File: src/rtl/uart_rx_buffered.sv
// UART receiver with 3-sample mid-bit majority vote, optional parity, 1/2 stop bits,
// and a show-ahead FIFO carrying per-word parity/framing flags to a valid/ready consumer.
//
// state     | meaning
// ----------+-------------------------------------------------
// IDLE      | line idle, watching for a 1->0 edge on rxs
// START     | validating start bit (voted 1 = false start)
// DATA      | shifting in WIDTH data bits, LSB first
// PARITY    | checking the parity bit
// STOP      | sampling stop bit(s); push at last stop decision
// WAIT_IDLE | last stop bit was 0, wait for the line to go high
module uart_rx_buffered #(
    parameter int WIDTH      = 8,
    parameter int CLOCK_FREQ = 460800,
    parameter int BAUD_RATE  = 9600,
    parameter int PARITY     = 0,
    parameter int STOP_BITS  = 1,
    parameter int DEPTH      = 4
) (
    input  logic                         clock,
    input  logic                         reset,
    input  logic                         rx,
    output logic                         out_valid,
    input  logic                         out_ready,
    output logic [WIDTH-1:0]             out_data,
    output logic                         out_parity_error,
    output logic                         out_framing_error,
    output logic                         overrun,
    input  logic                         overrun_clear,
    output logic [$clog2(DEPTH+1)-1:0]   fifo_count
);
    localparam int T  = CLOCK_FREQ / BAUD_RATE;
    localparam int M  = T / 2;
    localparam int TW = $clog2(T);
    localparam int BW = $clog2(WIDTH + 1);
    localparam int AW = $clog2(DEPTH);
    localparam int CW = $clog2(DEPTH + 1);
    localparam int EW = WIDTH + 2;

    typedef enum logic [2:0] {
        S_IDLE, S_START, S_DATA, S_PARITY, S_STOP, S_WAIT_IDLE
    } state_t;

    state_t            state;
    logic              rx_meta, rxs, rxs_d;
    logic [TW-1:0]     tick;
    logic [BW-1:0]     bit_idx;
    logic [WIDTH-1:0]  shift;
    logic              par_acc, parity_err, framing_err;
    logic              samp_a, samp_b;
    logic              vote, decide, bit_end, last_stop, push;
    logic [EW-1:0]     push_word;

    always_ff @(posedge clock) begin
        if (reset) begin
            rx_meta <= 1'b1;
            rxs     <= 1'b1;
            rxs_d   <= 1'b1;
        end else begin
            rx_meta <= rx;
            rxs     <= rx_meta;
            rxs_d   <= rxs;
        end
    end

    always_comb begin
        vote      = (samp_a & samp_b) | (samp_a & rxs) | (samp_b & rxs);
        decide    = (tick == TW'(M + 1));
        bit_end   = (tick == TW'(T - 1));
        last_stop = (bit_idx == BW'(STOP_BITS - 1));
        push      = (state == S_STOP) && decide && last_stop;
        push_word = {framing_err | ~vote, parity_err, shift};
    end

    always_ff @(posedge clock) begin
        if (reset) begin
            state       <= S_IDLE;
            tick        <= '0;
            bit_idx     <= '0;
            shift       <= '0;
            par_acc     <= 1'b0;
            parity_err  <= 1'b0;
            framing_err <= 1'b0;
            samp_a      <= 1'b1;
            samp_b      <= 1'b1;
        end else begin
            if (state != S_IDLE && state != S_WAIT_IDLE) begin
                tick <= bit_end ? '0 : tick + TW'(1);
                if (tick == TW'(M - 1)) samp_a <= rxs;
                if (tick == TW'(M))     samp_b <= rxs;
            end
            case (state)
                S_IDLE: begin
                    // The edge cycle itself counts as tick 0.
                    if (rxs_d && !rxs) begin
                        state       <= S_START;
                        tick        <= TW'(1);
                        bit_idx     <= '0;
                        par_acc     <= 1'b0;
                        parity_err  <= 1'b0;
                        framing_err <= 1'b0;
                    end
                end
                S_START: begin
                    if (decide && vote) state <= S_IDLE;
                    else if (bit_end)   state <= S_DATA;
                end
                S_DATA: begin
                    if (decide) begin
                        shift   <= (shift >> 1) | (WIDTH'(vote) << (WIDTH - 1));
                        par_acc <= par_acc ^ vote;
                    end
                    if (bit_end) begin
                        if (bit_idx == BW'(WIDTH - 1)) begin
                            bit_idx <= '0;
                            state   <= (PARITY != 0) ? S_PARITY : S_STOP;
                        end else begin
                            bit_idx <= bit_idx + BW'(1);
                        end
                    end
                end
                S_PARITY: begin
                    if (decide)
                        parity_err <= (PARITY == 1) ? (par_acc ^ vote) : ~(par_acc ^ vote);
                    if (bit_end) state <= S_STOP;
                end
                S_STOP: begin
                    if (decide) begin
                        if (!vote) framing_err <= 1'b1;
                        if (last_stop) state <= vote ? S_IDLE : S_WAIT_IDLE;
                    end
                    if (bit_end && !last_stop) bit_idx <= bit_idx + BW'(1);
                end
                S_WAIT_IDLE: begin
                    if (rxs) state <= S_IDLE;
                end
                default: state <= S_IDLE;
            endcase
        end
    end

    logic [EW-1:0] mem [DEPTH];
    logic [AW-1:0] wr_ptr, rd_ptr;
    logic [CW-1:0] count;
    logic          pop, full, wr_en, drop;
    logic [EW-1:0] head;

    always_comb begin
        pop   = out_valid && out_ready;
        full  = (count == CW'(DEPTH));
        // When full, a simultaneous pop frees the slot the write lands in.
        wr_en = push && (!full || pop);
        drop  = push && full && !pop;
    end

    always_ff @(posedge clock) begin
        if (wr_en) mem[wr_ptr] <= push_word;
    end

    always_ff @(posedge clock) begin
        if (reset) begin
            wr_ptr  <= '0;
            rd_ptr  <= '0;
            count   <= '0;
            overrun <= 1'b0;
        end else begin
            if (wr_en) wr_ptr <= wr_ptr + AW'(1);
            if (pop)   rd_ptr <= rd_ptr + AW'(1);
            if (wr_en && !pop)      count <= count + CW'(1);
            else if (pop && !wr_en) count <= count - CW'(1);
            if (drop)               overrun <= 1'b1;
            else if (overrun_clear) overrun <= 1'b0;
        end
    end

    always_comb begin
        head              = mem[rd_ptr];
        out_valid         = (count != '0);
        out_data          = out_valid ? head[WIDTH-1:0] : '0;
        out_parity_error  = out_valid & head[WIDTH];
        out_framing_error = out_valid & head[WIDTH+1];
        fifo_count        = count;
    end
endmodule
File: config.mk
export PLATFORM = sky130hd
export DESIGN_NAME = uart_rx_buffered
export DESIGN_NICKNAME = d
export VERILOG_FILES = /design/src/rtl/uart_rx_buffered.sv
export SDC_FILE = /design/constraint.sdc
export NUM_CORES = 1
export LEC_CHECK = 0
export CAP_MARGIN = 0
export CORE_MARGIN = 2
export CORE_UTILIZATION = 49
export CTS_BUF_LIST = sky130_fd_sc_hd__clkbuf_4 sky130_fd_sc_hd__clkbuf_8
export DETAILED_ROUTE_END_ITERATION = 8
export GPL_TIMING_DRIVEN = 0
export PLACE_DENSITY_LB_ADDON = 0.08
export SETUP_SLACK_MARGIN = 0.5
export SYNTH_ARGS = -nofsm -noshare
export SYNTH_HDL_FRONTEND = slang
export SYNTH_SLANG_ARGS = --single-unit
File: constraint.sdc
create_clock -name clock -period 3.7 [get_ports clock]
set_input_delay 0.925 -clock clock [delete_from_list [all_inputs] [get_ports clock]]
set_output_delay 0.925 -clock clock [all_outputs]
set_load 0.01 [all_outputs]
Yosys cells after proc, flatten, opt, wreduce, memory -nomap -nowiden. Memories as Yosys holds them, arrays and structs flattened. A register that Yosys moved wholly into a read port is not among the register bits. Index checks and enable logic that the tools add are counted.

Add/subtract/negate cells: 6. Equal/unequal tests: 24. Mux-type cells: 37. Bitwise logic cells: 12. Reduce and logical (&&, ||, !) cells: 36.

Operators with widths (number): $mux W3 (12); $mux W6 (4); $ne A2 B2 Y1 const B (10); $eq A6 B5 Y1 const B (3); $pmux W3 S6 (1); $mux W4 (4); $logic_and A1 B1 Y1 (12); $pmux W4 S3 (1); $reduce_bool A2 Y1 (5); $eq A3 B3 Y1 const B (3); $mux W1 (9); $reduce_bool A3 Y1 (3); $mux W8 (1); $or A7 B8 Y8 (1); $reduce_and A4 Y1 (2); $reduce_and A8 Y1 (1); $add A6 B1 Y6 const B (1); $eq A3 B2 Y1 const B (2); $eq A6 B6 Y1 const B (1); $ne A3 B3 Y1 const B (2); $pmux W1 S2 (3); $reduce_and A2 Y1 (3); $reduce_and A3 Y1 (2); $and A1 B1 Y1 (5); other kinds (15) (24).

Register bits: 37. RAM bits: 40. Bits of input ports: 5. Output and inout bits: 15. Logic and storage cells: 132. Memories kept: 1.

Memory list: mem (words 4, bits a word 10, rd ports 1, clocked after memory_dff 1, wr ports 1, RTL line 142) `logic [EW-1:0] mem [DEPTH];`.

Logic depth before layout (Yosys ltp). Gate-level depths: netlist (run 1).

Depth after elaboration: 8. Depth in mapped cells: 11.

Worst setup path after synthesis (run 1). Ideal clock, no wire load.

Path type: input port to flip-flop. From: input port out_ready. To: register count[2], in the netlist fifo_count[2]. Arrival time: 2.614 ns. Data required time: 3.629 ns. Setup slack: 1.016 ns. Cell stages on the path: 8. Buffers on the path: 0. Cells stage by stage: nor4b_1 > nor4_4 > ha_1 > inv_1 > fa_1 > xor2_1 > or3_1 > a21oi_1.

Cells in the longest elaborated chain, start to end: 6.

RTL lines: from (decl) (RTL line 24) `input logic out_ready,`; $logic_and A1 B1 Y1 (*) (RTL line 149) `pop = out_valid && out_ready;`; $logic_or A1 B1 Y1 (*) (RTL line 152) `wr_en = push && (!full || pop);`; $logic_and A1 B1 Y1 (*) (RTL line 152); named net wr_en (RTL line 145) `logic pop, full, wr_en, drop;`; $logic_not A1 Y1 (RTL line 170) `else if (pop && !wr_en) count <= count - CW'(1);`; $logic_and A1 B1 Y1 (RTL line 170); $reduce_bool A2 Y1 (no source line); to (signal assigned) (RTL line 169) `if (wr_en && !pop) count <= count + CW'(1);`; to (signal assigned) (RTL line 170); to (decl) (RTL line 144) `logic [CW-1:0] count;`.

Mark *: on every way through the listed nets, which the timed path passes. The rest lies on a longest branch. A chain may end at the register's enable or synchronous reset.

==> metrics.csv, run 1 <==
stage,metric,value,unit
die,coreArea,6870,um^2
routing,met2_length,2840,um
routing,wl_met3,234,um
yosys,synthArstFlopShare,0,%
routing,drtAntennaViolNets,0,
sta,clock_skew,0.00918,ns
yosys,syn_area_per_cell,12.2,um^2
cells_and_area,multi_input_area,1410,um^2
routing,drt-initial-drc-count,102,
clock_tree,clock_latency,0.35,ns
global_route,antenna_found_initial,0,
yosys,synth.cell_area,3510,um^2
global_route,grt_usage,17.4,%
placement,dpl.hpwl,4160,um
yosys,synth_common_cells,"edfxtp_1 (40), dfxtp_1 (39), nor2_1 (30), mux2i_1 (15), a21oi_1 (13)",
cells_and_area,area_growth,14.1,%
routing,m1WireLength,2990,um
sta,period_share,82.1,%
placement,io_buffers,19,
routing,via_per_inst,5.26,
sta,fmax,329,MHz
sta,rsz0062_at_grt,no,
worst_setup_path,crit_slowest_cell,mux4_2,
cells_and_area,fill_cells,567,
yosys,synth.largest_area_cell,edfxtp_1,
sta,setup_tns,0,ns
routing,drc_errors,0,
worst_setup_path,slowest_delay,0.54,ns
clock_tree,cts.clk_slew.worst_paths,0.09,ns
cells_and_area,diodes,0,
yosys,netlist_instances,287,
sta,finalMaxSlewViolations,0,
routing,routed_wl,6130,um
power_and_ir_drop,p_per_area,606,nW/um^2
die,dieArea,7860,um^2
routing,vias,2197,
clock_tree,post_cts_buffers,0,
die,start_util,51.1,%
power_and_ir_drop,vdd_drop_max,0.330,mV
yosys,synthTopCellsByArea,"edfxtp_1 (34%), dfxtp_1 (22%), mux4_2 (6.4%)",
yosys,ys_seq_area_share,56.4,%
die,die_x,88.7,um
placement,gp_congestion,0.821,
yosys,synth_edf_count,40,
clock_tree,htree_levels,3,
die,ios,20,
worst_setup_path,required,2.77,ns
run,maxCapViolCount,0,
die,row_count,30,
routing,wl_per_cell,14.7,um
worst_setup_path,crit_chain,clkbuf_4 > mux4_2 > and2_1 > clkdlybuf4s50_1,
worst_hold_path,hold_class,flop to flop,
worst_setup_path,cp_max_fo,10,
sta,min_period,3.04,ns
sta,relSlewSlack,45.7,%
cells_and_area,final_util,58.3,%
yosys,ys_ff_latch,79,
power_and_ir_drop,p_total,2.43,mW
routing,top_layer,met4,
worst_setup_path,start_kind,flop,
sta,worstMarginPinSlew,0.802,ns
placement,place_ws,0.289,ns
cells_and_area,final_nets,333,
sta,setup_viol,0,
global_route,grt_max_degree,16,
clock_tree,cts_tree,done,
routing,drtPass1Iterations,4,
clock_tree,clock-sinks,79,
global_route,grt_pass1_vias,2140,
clock_tree,ctsRootBufferMaster,clkbuf_8,
worst_setup_path,crit_type,flop to output pin,
worst_setup_path,endpoint_kind,output pin,
cells_and_area,seq_area,1980,um^2
yosys,syn_nets,303,
clock_tree,numCtsBuffers,9,
global_route,grt_overflow,0,
yosys,yosys_warnings,0,
worst_setup_path,critPathArrivalTime,2.11,ns
global_route,grt_pass1_wl,10200,um
power_and_ir_drop,power_leakage,1.46,nW
yosys,ys.flop_type,edfxtp_1,
cells_and_area,drive_above_1_share,14.6,%
sta,setup_ws,0.661,ns
clock_tree,clockBufferDepth,2,
yosys,yosysMostFrequentCell,edfxtp_1,
die,die_h,88.7,um
sta,hold_viol,0,
run_status,status,"complete, no violations",
yosys,synth_top_area_share,34.2,%
yosys,synth_cell_types,51,
[layout make-up]
type | count | share of cell area (%)
clock buffer | 9 | 3.09
sequential | 79 | 49.5
multi-input combinational | 185 | 35.3
clock inverter | 7 | 1.41
inverter | 10 | 0.937
buffer | 13 | 2.06
tap | 96 | 3.00
timing repair buffer | 19 | 4.75
[per-stage QoR]
step / cells / area, um^2 / hold WS (ns)
2_1_floorplan: 287 / 3510 / 0.389
3_3_place_gp: 402 / 3820 / 0.391
3_5_place_dp: 402 / 3820 / 0.398
4_1_cts: 418 / 4000 / 0.419
5_1_grt: 418 / 4010 / 0.440
6_report: 418 / 4010 / 0.417
[metal layers]
metal / GRT usage (%) / vias up
met5: 0 / -
met4: 8.13 / 0
met3: 3.26 / 8
met2: 26.7 / 37
met1: 24.0 / 1047
li1: - / 1105
[registers in the layout, summed over array words and instances (netlist names), named ones only]
name	count
bit_idx	4
fifo_count	3
framing_err	1
mem	40
overrun	1
par_acc	1
parity_err	1
rd_ptr	2
rx_meta	1
rxs	1
rxs_d	1
samp_a	1
samp_b	1
shift	8
state	3
tick	6
wr_ptr	2
[what timing repair did]
action                                  4_1_cts  5_1_grt
hold buffers                                  0        0
gates cloned                                  0        0
resized for setup                             1        1
endpoints found under the setup margin        4       10
[worst paths after layout]
path                           endpoint                     from  slack, ns  cells past startpoint
max                         out_data[7]                     flop       0.66                      4
min                      rxs$_SDFF_PP1_       rx_meta$_SDFF_PP1_       0.42                      1
max reg2reg  fifo_count[2]$_SDFFE_PP0P_  bit_idx[0]$_SDFFE_PP0P_       0.80                     10
min reg2reg              rxs$_SDFF_PP1_       rx_meta$_SDFF_PP1_       0.42                      1
[power by group]
| part | switching [mW] | leakage [nW] | total [mW] | internal [mW] |
|---|---|---|---|---|
| clock network | 0.329 | 0.0858 | 0.581 | 0.252 |
| registers | 0.0460 | 0.686 | 1.01 | 0.962 |
| logic | 0.418 | 0.691 | 0.840 | 0.422 |
[worst max-delay path, delay by kind of cell, from the launching register on]
family | cells | cell delay [ns]
buffers and inverters | 2 | 0.74
multiplexers | 1 | 0.54
flip-flops | 1 | 0.32
AND/OR/NAND/NOR | 1 | 0.17
[cells by family (layout without fill, tap and decap cells)]
group                    Yosys count  count (layout)  share of synthesized area [%]
AO/OA/AOI/OAI                     35              35                           6.13
XOR/XNOR                           7               7                           1.75
adder cells (fa/ha/maj)           12              12                           4.42
buffers and inverters             23              58                           3.31
flip-flops                        79              79                           56.4
multiplexers                      26              26                           11.0
AND/OR/NAND/NOR                  105             105                           17.0
[cells in the final DEF, fill, tap and decap left out, types with 3 or more instances in the layout]
cell type and n:
a21oi_1 13, a31oi_1 4, and2_1 10, and2_2 4
buf_2 3, buf_4 3, clkbuf_1 4, clkbuf_8 9
clkdlybuf4s50_1 19, dfxtp_1 39, edfxtp_1 40, ha_1 10
inv_1 10, mux2i_1 15, mux4_2 10, nand2_1 11
nand2b_1 5, nand3_1 10, nand4_1 5, nor2_1 30
nor2b_1 4, nor3b_1 3, o21ai_0 7, or2_2 5
or3_1 4, xor2_1 6
Power figures use the tool's default switching activity.
==> run 2: changes to the inputs <==
==> constraint.sdc (replaced) <==
create_clock -name clock -period 2.8 [get_ports clock]
set_input_delay 0.7 -clock clock [delete_from_list [all_inputs] [get_ports clock]]
set_output_delay 0.7 -clock clock [all_outputs]
set_load 0.01 [all_outputs]
==> metrics.csv, run 2 (synthesis gave the netlist of run 1 again) <==
stage,metric,value,unit
worst_setup_path,crit_end,fifo_count[2]$_SDFFE_PP0P_,
power_and_ir_drop,p_per_area,840,nW/um^2
routing,drc_errors,0,
cells_and_area,fill_cells,595,
die,start_util,51.1,%
die,die_x,88.7,um
worst_setup_path,r2r_cells,10,
clock_tree,htree_levels,3,
placement,gp_congestion,0.768,
sta,hold_viol,0,
sta,setup_ws,0.272,ns
die,dieArea,7860,um^2
worst_setup_path,endpoint_kind,flop,
cells_and_area,largest_register_ff_count,40,
sta,setup_tns,0,ns
placement,io_buffers,19,
global_route,grt_max_degree,17,
global_route,grt_pass1_vias,2135,
clock_tree,hold_buffers,0,
cells_and_area,multi_input_area,1470,um^2
routing,vias,2269,
die,row_count,30,
worst_setup_path,crit_type,flop to flop,
worst_setup_path,r2r_slack,0.27,ns
cells_and_area,reg_top3,"mem: 40 flops, shift: 8 flops, tick: 6 flops",
routing,wl_per_cell,14.7,um
power_and_ir_drop,p_total,3.59,mW
sta,clock_skew,0.0137,ns
cells_and_area,final_common_cell,edfxtp_1,
power_and_ir_drop,power_leakage,1.62,nW
worst_setup_path,r2r_start,bit_idx[0]$_SDFFE_PP0P_,
global_route,grt_overflow,0,
sta,setup_viol,0,
sta,relSlewSlack,65.8,%
cells_and_area,area_growth,21.8,%
sta,min_period,2.53,ns
cells_and_area,final_nets,349,
run,maxCapViolCount,0,
cells_and_area,diodes,0,
routing,drt-initial-drc-count,130,
placement,dpl.hpwl,4130,um
clock_tree,numCtsBuffers,9,
worst_setup_path,crit_start,bit_idx[0]$_SDFFE_PP0P_,
placement,place_ws,-0.331,ns
worst_hold_path,hold_class,flop to flop,
clock_tree,ctsRootBufferMaster,clkbuf_8,
sta,worstMarginPinSlew,0.513,ns
sta,fmax,396,MHz
sta,fin_hold_ws,0.421,ns
die,die_h,88.7,um
placement,placed_cells,402,
cells_and_area,seq_area,1990,um^2
clock_tree,cts.clk_slew.worst_paths,0.09,ns
worst_setup_path,r2r_end,fifo_count[2]$_SDFFE_PP0P_,
clock_tree,clockBufferDepth,2,
die,coreArea,6870,um^2
sta,period_share,90.3,%
global_route,grt_usage,18.3,%
routing,drtAntennaViolNets,0,
sta,finalMaxSlewViolations,0,
cells_and_area,instances_no_fill,434,
sta,rsz0062_at_grt,yes,
die,ios,20,
worst_setup_path,required,3.08,ns
global_route,grt_pass1_wl,10600,um
cells_and_area,layout_common_cells,"edfxtp_1 (40), dfxtp_1 (33), nor2_1 (30)",
clock_tree,clock_latency,0.36,ns
routing,drtPass1Iterations,4,
run_status,status,"complete, no violations",
cells_and_area,drive_above_1_share,28.4,%
worst_setup_path,start_kind,flop,
worst_setup_path,cp_max_fo,2,
worst_setup_path,critPathArrivalTime,2.81,ns
clock_tree,clock-sinks,79,
global_route,antenna_found_initial,0,
clock_tree,cts_tree,done,
cells_and_area,largest-register,mem,
power_and_ir_drop,vdd_drop_max,0.606,mV
routing,via_per_inst,5.23,
routing,routed_wl,6390,um
-- run 2: power by group --
part | switching [mW] | internal, mW | leakage [nW] | total, mW
logic | 0.599 | 0.743 | 0.831 | 1.34
registers | 0.0817 | 1.28 | 0.689 | 1.36
clock network | 0.458 | 0.434 | 0.105 | 0.891
total | 1.14 | 2.46 | 1.62 | 3.59
-- run 2: cell type report --
type | count | share of cell area, %
clock inverters | 7 | 2.02
flip-flops and latches | 79 | 46.6
well taps | 96 | 2.81
plain buffers | 13 | 2.34
clock buffers | 9 | 2.90
multi-input cells | 185 | 34.4
inverters | 10 | 0.878
repair buffers | 35 | 8.07
-- run 2: worst min-delay path by stage --
stage | startpoint | end | slack (ns) | depth (start not counted)
2_1_floorplan | rx_meta$_SDFF_PP1_ | rxs$_SDFF_PP1_ | 0.39 | 1
3_3_place_gp | rx_meta$_SDFF_PP1_ | rxs$_SDFF_PP1_ | 0.39 | 1
3_5_place_dp | rx_meta$_SDFF_PP1_ | rxs$_SDFF_PP1_ | 0.40 | 1
4_1_cts | rx_meta$_SDFF_PP1_ | rxs$_SDFF_PP1_ | 0.42 | 1
5_1_grt | rx_meta$_SDFF_PP1_ | rxs$_SDFF_PP1_ | 0.44 | 1
6_report | rx_meta$_SDFF_PP1_ | rxs$_SDFF_PP1_ | 0.42 | 1
-- run 2: timing repair --
action | CTS | global route
buffers inserted | 9 | 6
pin swaps | 7 | 8
endpoints found under the setup margin | 54 | 13
cloned | 1 | 0
resized for setup | 64 | 14
-- run 2: layer usage --
metal	up-vias	track usage, %	wire [um]
li1	1132	-	-
met4	0	7.44	87
met3	6	4.20	178
met2	26	28.7	2980
met5	-	0	0
met1	1105	24.6	3150
-- run 2: worst max-delay path, cell delays in order, from the launching register on --
cell and delay [ns]:
dfxtp_2 0.34, inv_2 0.07, ha_4 0.12, or3b_4 0.41
nor4_4 0.32, ha_2 0.26, inv_2 0.04, fa_2 0.33
xor2_1 0.15, or3_1 0.31, a21oi_1 0.12
-- run 2: metrics by stage --
step / utilization, % / instance area (um^2)
after floorplan: - / 3520
after global placement: 55.8 / 3830
after detailed placement: 55.8 / 3830
after CTS: 60.9 / 4180
after global routing: 62.3 / 4280
final: 62.3 / 4280
==> run 3: changes to the inputs <==
--- a/config.mk
+++ b/config.mk
@@ -10,6 +10,7 @@
 export CORE_UTILIZATION = 49
 export CTS_BUF_LIST = sky130_fd_sc_hd__clkbuf_4 sky130_fd_sc_hd__clkbuf_8
 export DETAILED_ROUTE_END_ITERATION = 8
+export DONT_BUFFER_PORTS = 1
 export GPL_TIMING_DRIVEN = 0
 export PLACE_DENSITY_LB_ADDON = 0.08
 export SETUP_SLACK_MARGIN = 0.5
==> metrics.csv, run 3 (synthesis gave the netlist of run 1 again) <==
stage,metric,value,unit
clock_tree,htree_levels,3,
global_route,grt_max_degree,17,
sta,relSlewSlack,63.0,%
global_route,grt_pass1_wl,10400,um
sta,period_share,89.1,%
clock_tree,clockBufferDepth,2,
sta,setup_viol,0,
cells_and_area,final_nets,326,
power_and_ir_drop,vdd_drop_max,0.653,mV
worst_setup_path,slowest_delay,0.33,ns
routing,drtPass1Iterations,5,
power_and_ir_drop,power_leakage,1.51,nW
die,ios,20,
routing,m1WireLength,3200,um
global_route,antenna_found_initial,0,
die,start_util,51.1,%
routing,drc_errors,0,
worst_setup_path,path_buf_inv,3,
run_status,status,"complete, no violations",
die,row_count,30,
clock_tree,cts.clk_slew.worst_paths,0.09,ns
placement,gp_congestion,0.757,
clock_tree,cts_tree,done,
die,die_h,88.7,um
sta,clock_skew,0.00900,ns
routing,vias,2183,
cells_and_area,reg_top3,"mem: 40 flops, shift: 8 flops, tick: 6 flops",
worst_setup_path,cp_top_family,simple AND/OR/NAND/NOR gates,
routing,routed_wl,6370,um
placement,placed_cells,383,
global_route,grt_pass1_vias,2100,
worst_setup_path,r2r_end,fifo_count[2]$_SDFFE_PP0P_,
routing,met2_length,2940,um
worst_hold_path,whs_endpoint,rxs$_SDFF_PP1_,
worst_setup_path,critPathArrivalTime,2.77,ns
cells_and_area,diodes,0,
worst_setup_path,crit_chain,buf_6 > and4bb_1 > buf_6 > nand3_4 > nor4_4 > ha_2 > inv_2 > fa_2 > xor2_1 > or3_1 > a21oi_1,
sta,setup_ws,0.305,ns
sta,fmax,401,MHz
sta,min_period,2.49,ns
placement,dpl.hpwl,4080,um
worst_setup_path,r2r_cells,11,
clock_tree,clock-sinks,79,
routing,wl_per_cell,15.5,um
run,maxCapViolCount,0,
sta,setup_tns,0,ns
sta,hold_viol,0,
cells_and_area,drive_above_1_share,27.0,%
worst_setup_path,r2r_start,tick[2]$_SDFF_PP0_,
cells_and_area,area_growth,14.6,%
clock_tree,clock_latency,0.35,ns
worst_hold_path,hold_class,flop to flop,
die,die_x,88.7,um
cells_and_area,largest_register_ff_count,40,
clock_tree,numCtsBuffers,9,
clock_tree,hold_buffers,0,
placement,place_ws,0.0817,ns
worst_setup_path,r2r_slack,0.31,ns
global_route,grt_overflow,0,
cells_and_area,largest-register,mem,
global_route,grt_usage,17.9,%
sta,worstMarginPinSlew,0.556,ns
worst_setup_path,crit_path_frequent_cell,buf_6,
sta,finalMaxSlewViolations,0,
worst_hold_path,hold_start,rx_meta$_SDFF_PP1_,
placement,io_buffers,0,
routing,drt-initial-drc-count,108,
routing,via_per_inst,5.31,
die,dieArea,7860,um^2
die,coreArea,6870,um^2
cells_and_area,instances_no_fill,411,
sta,rsz0062_at_grt,yes,
worst_setup_path,required,3.08,ns
worst_hold_path,hold_path_depth,1,
worst_setup_path,crit_slowest_cell,nor4_4,
routing,drtAntennaViolNets,0,
routing,top_layer,met4,
worst_setup_path,start_kind,flop,
cells_and_area,final_common_cell,edfxtp_1,
worst_setup_path,cp_max_fo,3,
worst_setup_path,endpoint_kind,flop,
routing,wl_met3,186,um
clock_tree,ctsRootBufferMaster,clkbuf_8,
cells_and_area,layout_common_cells,"edfxtp_1 (40), dfxtp_1 (33), nor2_1 (30)",
worst_setup_path,crit_type,flop to flop,
power_and_ir_drop,p_per_area,818,nW/um^2
[run 3: cell count changes in the layout (fill, tap and decap cells not counted), sizes merged]
cell,change
clkdlybuf4s50,-8
buf,-13
dlygate4sd2,-1
clkbuf,-1
[run 3: timing repair]
action | CTS | global route
setup buffers | 3 | 8
pin swaps | 3 | 13
gates cloned | 1 | 0
resized for setup | 16 | 15
endpoints found under the setup margin | 12 | 13
[run 3: metrics by stage]
step | area, um^2 | utilization (%) | hold slack [ns] | power [mW]
after floorplan | 3520 | - | 0.389 | 2.06
after global placement | 3640 | 53.0 | 0.392 | 2.22
after detailed placement | 3640 | 53.0 | 0.397 | 2.23
after CTS | 3930 | 57.2 | 0.417 | 3.23
after global routing | 4020 | 58.6 | 0.430 | 3.49
final | 4020 | 58.6 | 0.412 | 3.29
[run 3: worst max path at each step]
stage                                  from                    endpoint  depth (start not counted)
finish                   tick[2]$_SDFF_PP0_  fifo_count[2]$_SDFFE_PP0P_                         11
global route             tick[2]$_SDFF_PP0_  fifo_count[2]$_SDFFE_PP0P_                         11
CTS                 bit_idx[1]$_SDFFE_PP0P_  fifo_count[2]$_SDFFE_PP0P_                         10
detailed placement       tick[2]$_SDFF_PP0_  fifo_count[2]$_SDFFE_PP0P_                         11
global placement         tick[2]$_SDFF_PP0_  fifo_count[2]$_SDFFE_PP0P_                         11
floorplan                tick[2]$_SDFF_PP0_  fifo_count[2]$_SDFFE_PP0P_                         11
[run 3: layout make-up]
| type | instances | area, um^2 |
|---|---|---|
| buffer | 13 | 93.8 |
| clock buffer | 9 | 124 |
| clock inverter | 7 | 86.3 |
| fill | 567 | 2850 |
| inverter | 10 | 37.5 |
| multi-input combinational | 185 | 1460 |
| sequential | 79 | 1990 |
| tap | 96 | 120 |
| timing repair buffer | 12 | 110 |
[run 3: routing by layer]
layer | track usage (%) | up-vias
li1 | - | 1094
met1 | 25.6 | 1051
met2 | 26.7 | 35
met3 | 4.85 | 3
met4 | 5.37 | 0
met5 | 0 | -
[run 3: where the power goes]
group          switching (mW)  internal, mW  leakage, nW
sequential             0.0899          1.28        0.689
combinational           0.536         0.497        0.713
clock                   0.455         0.434        0.105
total                    1.08          2.21         1.51
